[config.mk]
export PLATFORM = sky130hd
export DESIGN_NAME = led_cube_scan_monitor_flat
export DESIGN_NICKNAME = d
export VERILOG_FILES = /design/src/rtl/led_cube_scan_if.sv /design/src/rtl/led_cube_scan_monitor.sv /design/src/flat_wrapper.sv
export SDC_FILE = /design/constraint.sdc
export NUM_CORES = 1
export LEC_CHECK = 0
export ABC_AREA = 0
export CORE_ASPECT_RATIO = 1.5
export CORE_MARGIN = 2
export CORE_UTILIZATION = 35
export CTS_BUF_LIST = sky130_fd_sc_hd__clkbuf_4 sky130_fd_sc_hd__clkbuf_8
export CTS_CLUSTER_DIAMETER = 120
export DETAILED_ROUTE_END_ITERATION = 16
export RECOVER_POWER = 25
export SLEW_MARGIN = 20
export SYNTH_ARGS = -nofsm -noshare
export SYNTH_HDL_FRONTEND = slang
export SYNTH_SLANG_ARGS = --single-unit
export TNS_END_PERCENT = 30
[constraint.sdc]
create_clock -name clk_1Hz -period 2.3 [get_ports clk_1Hz]
set_clock_uncertainty 0.15 [all_clocks]
set_input_delay 0.23 -clock clk_1Hz [delete_from_list [all_inputs] [get_ports clk_1Hz]]
set_output_delay 0.23 -clock clk_1Hz [all_outputs]
set_load 0.02 [all_outputs]
[src/rtl/led_cube_scan_if.sv]
// Cube drive nets as seen by the scan monitor, plus the monitor's reporting outputs.
// master = whoever drives the cube lines (driver/bench), slave = the monitor.
interface led_cube_scan_if #(
  parameter int CNT_W = 8
);
  logic [2:0]       vert_n;
  logic [8:0]       rows;
  logic             clr_err;
  logic [26:0]      frame;
  logic             frame_valid;
  logic [CNT_W-1:0] frame_count;
  logic [1:0]       plane_idx;
  logic             test_active;
  logic             scan_err;
  logic [1:0]       err_code;
  logic [1:0]       state_dbg;

  modport master (
    output vert_n, rows, clr_err,
    input  frame, frame_valid, frame_count, plane_idx,
           test_active, scan_err, err_code, state_dbg
  );

  modport slave (
    input  vert_n, rows, clr_err,
    output frame, frame_valid, frame_count, plane_idx,
           test_active, scan_err, err_code, state_dbg
  );
endinterface

[src/rtl/led_cube_scan_monitor.sv]
// Passive monitor of the 3x3x3 cube scan: checks plane0->1->2 ordering, rebuilds
// each full sweep into a 27-bit frame, and latches the first scan error seen.
module led_cube_scan_monitor #(
  parameter int CNT_W = 8
) (
  input  logic            clk_1Hz,
  input  logic            reset_n,
  led_cube_scan_if.slave  scan_if
);

  typedef enum logic [1:0] {
    SYNC = 2'd0,
    EXP0 = 2'd1,
    EXP1 = 2'd2,
    EXP2 = 2'd3
  } state_t;

  typedef enum logic [2:0] {
    SEL_P0,
    SEL_P1,
    SEL_P2,
    SEL_BLANK,
    SEL_ALL,
    SEL_ILL
  } sel_t;

  localparam logic [1:0] ERR_NONE  = 2'd0;
  localparam logic [1:0] ERR_ORDER = 2'd1;
  localparam logic [1:0] ERR_ILL   = 2'd2;
  localparam logic [1:0] ERR_GHOST = 2'd3;

  state_t           state_q, state_d;
  logic [17:0]      shadow_q, shadow_d;
  logic [26:0]      frame_q, frame_d;
  logic             frame_vld_q, frame_vld_d;
  logic [CNT_W-1:0] count_q, count_d;
  logic [1:0]       plane_q, plane_d;
  logic             test_q, test_d;
  logic             err_q, err_d;
  logic [1:0]       code_q, code_d;

  sel_t       sel;
  logic       err_hit;
  logic [1:0] err_new;

  always_comb begin
    sel = SEL_ILL;
    unique case (scan_if.vert_n)
      3'b110:  sel = SEL_P0;
      3'b101:  sel = SEL_P1;
      3'b011:  sel = SEL_P2;
      3'b111:  sel = SEL_BLANK;
      3'b000:  sel = SEL_ALL;
      default: sel = SEL_ILL;
    endcase
  end

  always_comb begin
    state_d     = state_q;
    shadow_d    = shadow_q;
    frame_d     = frame_q;
    frame_vld_d = 1'b0;
    count_d     = count_q;
    err_hit     = 1'b0;
    err_new     = ERR_NONE;

    unique case (sel)
      SEL_ILL: begin
        err_hit = 1'b1;
        err_new = ERR_ILL;
        state_d = SYNC;
      end
      SEL_BLANK: begin
        state_d = SYNC;
        // Rows lit while no plane is selected means a leaky driver line.
        if (scan_if.rows != 9'd0) begin
          err_hit = 1'b1;
          err_new = ERR_GHOST;
        end
      end
      SEL_ALL: state_d = SYNC;
      default: begin
        unique case (state_q)
          SYNC: begin
            // Planes 1/2 before lock are simply ignored until plane0 appears.
            if (sel == SEL_P0) begin
              shadow_d[8:0] = scan_if.rows;
              state_d       = EXP1;
            end
          end
          EXP0: begin
            if (sel == SEL_P0) begin
              shadow_d[8:0] = scan_if.rows;
              state_d       = EXP1;
            end else begin
              err_hit = 1'b1;
              err_new = ERR_ORDER;
              state_d = SYNC;
            end
          end
          EXP1: begin
            if (sel == SEL_P1) begin
              shadow_d[17:9] = scan_if.rows;
              state_d        = EXP2;
            end else begin
              err_hit = 1'b1;
              err_new = ERR_ORDER;
              state_d = SYNC;
            end
          end
          EXP2: begin
            if (sel == SEL_P2) begin
              frame_d     = {scan_if.rows, shadow_q};
              frame_vld_d = 1'b1;
              count_d     = count_q + CNT_W'(1);
              state_d     = EXP0;
            end else begin
              err_hit = 1'b1;
              err_new = ERR_ORDER;
              state_d = SYNC;
            end
          end
          default: state_d = SYNC;
        endcase
      end
    endcase

    // First error is kept; a clear in the same cycle as a new error yields the new code.
    err_d  = err_q;
    code_d = code_q;
    if (err_hit) begin
      err_d = 1'b1;
      if (!err_q || scan_if.clr_err) code_d = err_new;
    end else if (scan_if.clr_err) begin
      err_d  = 1'b0;
      code_d = ERR_NONE;
    end

    unique case (sel)
      SEL_P0:  plane_d = 2'd0;
      SEL_P1:  plane_d = 2'd1;
      SEL_P2:  plane_d = 2'd2;
      default: plane_d = 2'd3;
    endcase
    test_d = (scan_if.vert_n == 3'b000) && (scan_if.rows == 9'h1FF);
  end

  always_ff @(posedge clk_1Hz or negedge reset_n) begin
    if (!reset_n) begin
      state_q     <= SYNC;
      shadow_q    <= '0;
      frame_q     <= '0;
      frame_vld_q <= 1'b0;
      count_q     <= '0;
      plane_q     <= 2'd3;
      test_q      <= 1'b0;
      err_q       <= 1'b0;
      code_q      <= ERR_NONE;
    end else begin
      state_q     <= state_d;
      shadow_q    <= shadow_d;
      frame_q     <= frame_d;
      frame_vld_q <= frame_vld_d;
      count_q     <= count_d;
      plane_q     <= plane_d;
      test_q      <= test_d;
      err_q       <= err_d;
      code_q      <= code_d;
    end
  end

  assign scan_if.frame       = frame_q;
  assign scan_if.frame_valid = frame_vld_q;
  assign scan_if.frame_count = count_q;
  assign scan_if.plane_idx   = plane_q;
  assign scan_if.test_active = test_q;
  assign scan_if.scan_err    = err_q;
  assign scan_if.err_code    = code_q;
  assign scan_if.state_dbg   = state_q;

endmodule

[src/flat_wrapper.sv]
// flat-port wrapper written by rule: the top's interface ports become plain ports
module led_cube_scan_monitor_flat 
#(
  parameter int CNT_W = 8
)
  (clk_1Hz, reset_n, scan_if_vert_n, scan_if_rows, scan_if_clr_err, scan_if_frame, scan_if_frame_valid, scan_if_frame_count, scan_if_plane_idx, scan_if_test_active, scan_if_scan_err, scan_if_err_code, scan_if_state_dbg);
  led_cube_scan_if #(.CNT_W(CNT_W)) scan_if_i ();
  input  logic clk_1Hz;
  input  logic reset_n;
  input wire logic [$bits(scan_if_i.vert_n)-1:0] scan_if_vert_n;
  input wire logic [$bits(scan_if_i.rows)-1:0] scan_if_rows;
  input wire logic [$bits(scan_if_i.clr_err)-1:0] scan_if_clr_err;
  output wire logic [$bits(scan_if_i.frame)-1:0] scan_if_frame;
  output wire logic [$bits(scan_if_i.frame_valid)-1:0] scan_if_frame_valid;
  output wire logic [$bits(scan_if_i.frame_count)-1:0] scan_if_frame_count;
  output wire logic [$bits(scan_if_i.plane_idx)-1:0] scan_if_plane_idx;
  output wire logic [$bits(scan_if_i.test_active)-1:0] scan_if_test_active;
  output wire logic [$bits(scan_if_i.scan_err)-1:0] scan_if_scan_err;
  output wire logic [$bits(scan_if_i.err_code)-1:0] scan_if_err_code;
  output wire logic [$bits(scan_if_i.state_dbg)-1:0] scan_if_state_dbg;
  assign scan_if_i.vert_n = scan_if_vert_n;
  assign scan_if_i.rows = scan_if_rows;
  assign scan_if_i.clr_err = scan_if_clr_err;
  assign scan_if_frame = scan_if_i.frame;
  assign scan_if_frame_valid = scan_if_i.frame_valid;
  assign scan_if_frame_count = scan_if_i.frame_count;
  assign scan_if_plane_idx = scan_if_i.plane_idx;
  assign scan_if_test_active = scan_if_i.test_active;
  assign scan_if_scan_err = scan_if_i.scan_err;
  assign scan_if_err_code = scan_if_i.err_code;
  assign scan_if_state_dbg = scan_if_i.state_dbg;
  led_cube_scan_monitor #(.CNT_W(CNT_W)) u_core (.clk_1Hz(clk_1Hz), .reset_n(reset_n), .scan_if(scan_if_i));
endmodule
==> metrics.md <==
| Metric | Value |
|---|---|
| Number of flops mapped to enable cells by yosys | 0 |
| IO buf count | 58 |
| Fmax | 539 MHz |
| Final hold vios | 0 |
| Synth Warn # | 0 |
| # IOs | 59 |
| Die Area | 7950 sq um |
| Max layer used | met4 |
| Critical path, cell by cell | clkdlybuf4s50_1 |
| Rel. slew slack | 0.612 |
| Mapped Avg Cell Area | 14.7 sq um |
| Post-synth top area share | 0.592 |
| Setup violators final | 0 |
| Post-DP HPWL | 3570 um |
| Crit start category | flop |
| Worst Tran Pin Value | 0.582 ns |
| Initial Utilization | 0.355 |
| Cells after Synth | 173 |
| Post-CTS Resized | 0 |
| Peak supply drop | 0.583 mV |
| Yosys reg bits | 62 |
| Pleak | 1.55 nW |
| Asr flop ratio synth | 1.00 |
| Fin crit share | 0.807 |
| Worst Hold Class | in2async |
| Critical Path Sink Type | output pin |
| Antenna violations before repair | 0 |
| Layout Cells excl Fill | 328 |
| Worst Path Required | 1.92 ns |
| Layout cells sized above 1 | 0.306 |
| Detailed Routing Iterations Pass 1 | 4 |
| WP buf/inv | 1 |
| Row cnt | 38 |
| CTS tree | done |
| Period minus WS final | 1.86 ns |
| Largest net degree at the start of global routing | 39 |
| GRT Util Overall | 0.140 |
| # hold bufs at CTS | 1 |
| Total power | 2.40 mW |
| Distinct cells, synth | 29 |
| ANT nets after route | 0 |
| Drt total wl | 5130 um |
| Placed inst area | 3230 sq um |
| Vias/cell | 4.98 |
| CTS HTree Levels | 3 |
| MaxCap Viol Count | 0 |
| Cell Pwr Density | 698 nW/um^2 |
| Synth Cell Area | 2530 sq um |
| Routability congestion estimate | 0.796 |
| Area contributors post-synth | dfrtp_1, mux2_2, xnor2_1 |
| Metal-1 WL | 2250 um |
| Seq/Total Area, Yosys | 0.613 |
| Clock sinks | 62 |
| Avg WL per Cell | 15.6 um |
| Cell family with most CP delay | buffers and inverters |
| Clk_lat worst skew | 0.33 ns |
| NumNets Final | 259 |
| Status | finished clean |
| Slowest CP cell | clkdlybuf4s50_1 |
| Core footprint | 7130 sq um |
| Worst path arrival time | 1.48 ns |
| CTS Buffer Depth | 2 |
| WHS | 0.292 ns |
| DR WL met3 | 232 um |
| Syn nets | 189 |
| Setup TNS Final | 0 ns |
| Slew Viols, Final | 0 |
| Top_reg_cell synth | dfrtp_1 |
| CTS buffer count | 9 |
| Unrepaired setup endpoints after global routing | false |
| First-pass GRT wire length | 8340 um |
| Post CTS Setup Buffer Count | 0 |
| Clock Pin Slew Worst Setup and Hold Paths | 0.07 ns |
| CP max FO | 6 |
| Vias in the first global route | 1666 |
| Dpl cells | 311 |
| Root buffer cell | clkbuf_8 |
| Met2 Wirelength | 2490 um |
| Max incr delay on CP | 0.66 ns |
| Residual DRC | 0 |
| Die Y | 108 um |
| N_diodes | 0 |
| Synth top cells by count | dfrtp_1, mux2_2, nand2_1, o21ai_0, xnor2_1 |
| Synthesis-to-finish area growth | 35.7% |
| Dominant cell type by area after synthesis | dfrtp_1 |
| Critical path class | reg2out |
| Die W | 73.5 um |
| Via Count | 1633 |
| Iter 0 DRT Violations | 54 |
| Total gr overflow | 0 |
| Top-count cell post-synth | dfrtp_1 |
| Cell area after layout | 3440 sq um |
## layer usage
layer,vias to the layer above,track usage
li1,754,-
met1,819,0.184
met2,46,0.208
met3,14,0.0354
met4,0,0.0831
met5,-,0
## registers in the layout (all words and copies together), names as in the netlist
register,cells
u_core.shadow_q,18
u_core.scan_if.frame_count,8
u_core.scan_if.plane_idx,2
u_core.scan_if.err_code,2
u_core.scan_if.frame,27
u_core.scan_if.state_dbg,2
u_core.scan_if.test_active,1
u_core.scan_if.frame_valid,1
u_core.scan_if.scan_err,1
## cells in the final DEF, fill, tap and decap left out, drive strengths merged
master	synthesis	routed
dfrtp	60	60
clkdlybuf4s50	0	56
mux2	46	46
clkbuf	0	13
buf	8	8
nand2	7	7
xnor2	7	7
o21ai	7	7
nand4	7	7
nor2	4	4
xor2	3	3
nor2b	3	3
clkinv	0	3
nor3	2	2
and3	2	2
nand3	2	2
nand4b	2	2
dlygate4sd3	0	2
dfstp	2	2
or4b	1	1
and4bb	1	1
nor4bb	1	1
inv	1	1
nor4	1	1
a31oi	1	1
o21a	1	1
nand2b	1	1
nand3b	1	1
o211a	1	1
ha	1	1
bufinv	0	1
## layout make-up
class / instances / area [sq um]
clock buffer: 12 / 159
clock inverter: 4 / 45.0
fill: 657 / 3690
inverter: 1 / 3.75
multi-input combinational: 102 / 912
sequential: 62 / 1550
tap: 80 / 100
timing repair buffer: 67 / 667
## final timing paths
check | startpoint | endpoint | slack, ns | cells past startpoint
max in group asynchronous | reset_n | u_core.scan_if.plane_idx[0] | 1.03 | 3
hold / removal | reset_n | u_core.scan_if.frame[26] | 0.29 | 2
min in group clk_1Hz | u_core.scan_if.frame_count[7] | u_core.scan_if.frame_count[7] | 0.32 | 1
setup / recovery | u_core.scan_if.state_dbg[1] | scan_if_state_dbg[1] | 0.44 | 1
hold reg to reg | u_core.scan_if.frame_count[7] | u_core.scan_if.frame_count[7] | 0.32 | 1
setup reg to reg | u_core.scan_if.state_dbg[1] | u_core.scan_if.frame[6] | 0.65 | 4
## per-stage QoR
stage,setup slack [ns],util
2_1_floorplan,0.595,-
3_3_place_gp,0.262,0.453
3_5_place_dp,0.280,0.453
4_1_cts,0.426,0.483
5_1_grt,0.384,0.482
6_report,0.443,0.482
## logic make-up (layout without fill, tap and decap cells)
logic type | Yosys count | in the layout | synth area share
AND/OR/NAND/NOR | 35 | 35 | 0.0903
XOR/XNOR | 10 | 10 | 0.0346
flip-flops | 62 | 62 | 0.613
multiplexers | 46 | 46 | 0.204
buffers and inverters | 9 | 84 | 0.0296
adder cells (fa/ha/maj) | 1 | 1 | 0.00494
AO/OA/AOI/OAI | 10 | 10 | 0.0232
## power by group
group	total, mW	switching, mW	internal, mW
clock network	0.966	0.399	0.566
registers	1.21	0.0396	1.17
logic	0.222	0.102	0.120
total	2.40	0.541	1.86
Power figures use the tool's default switching activity.
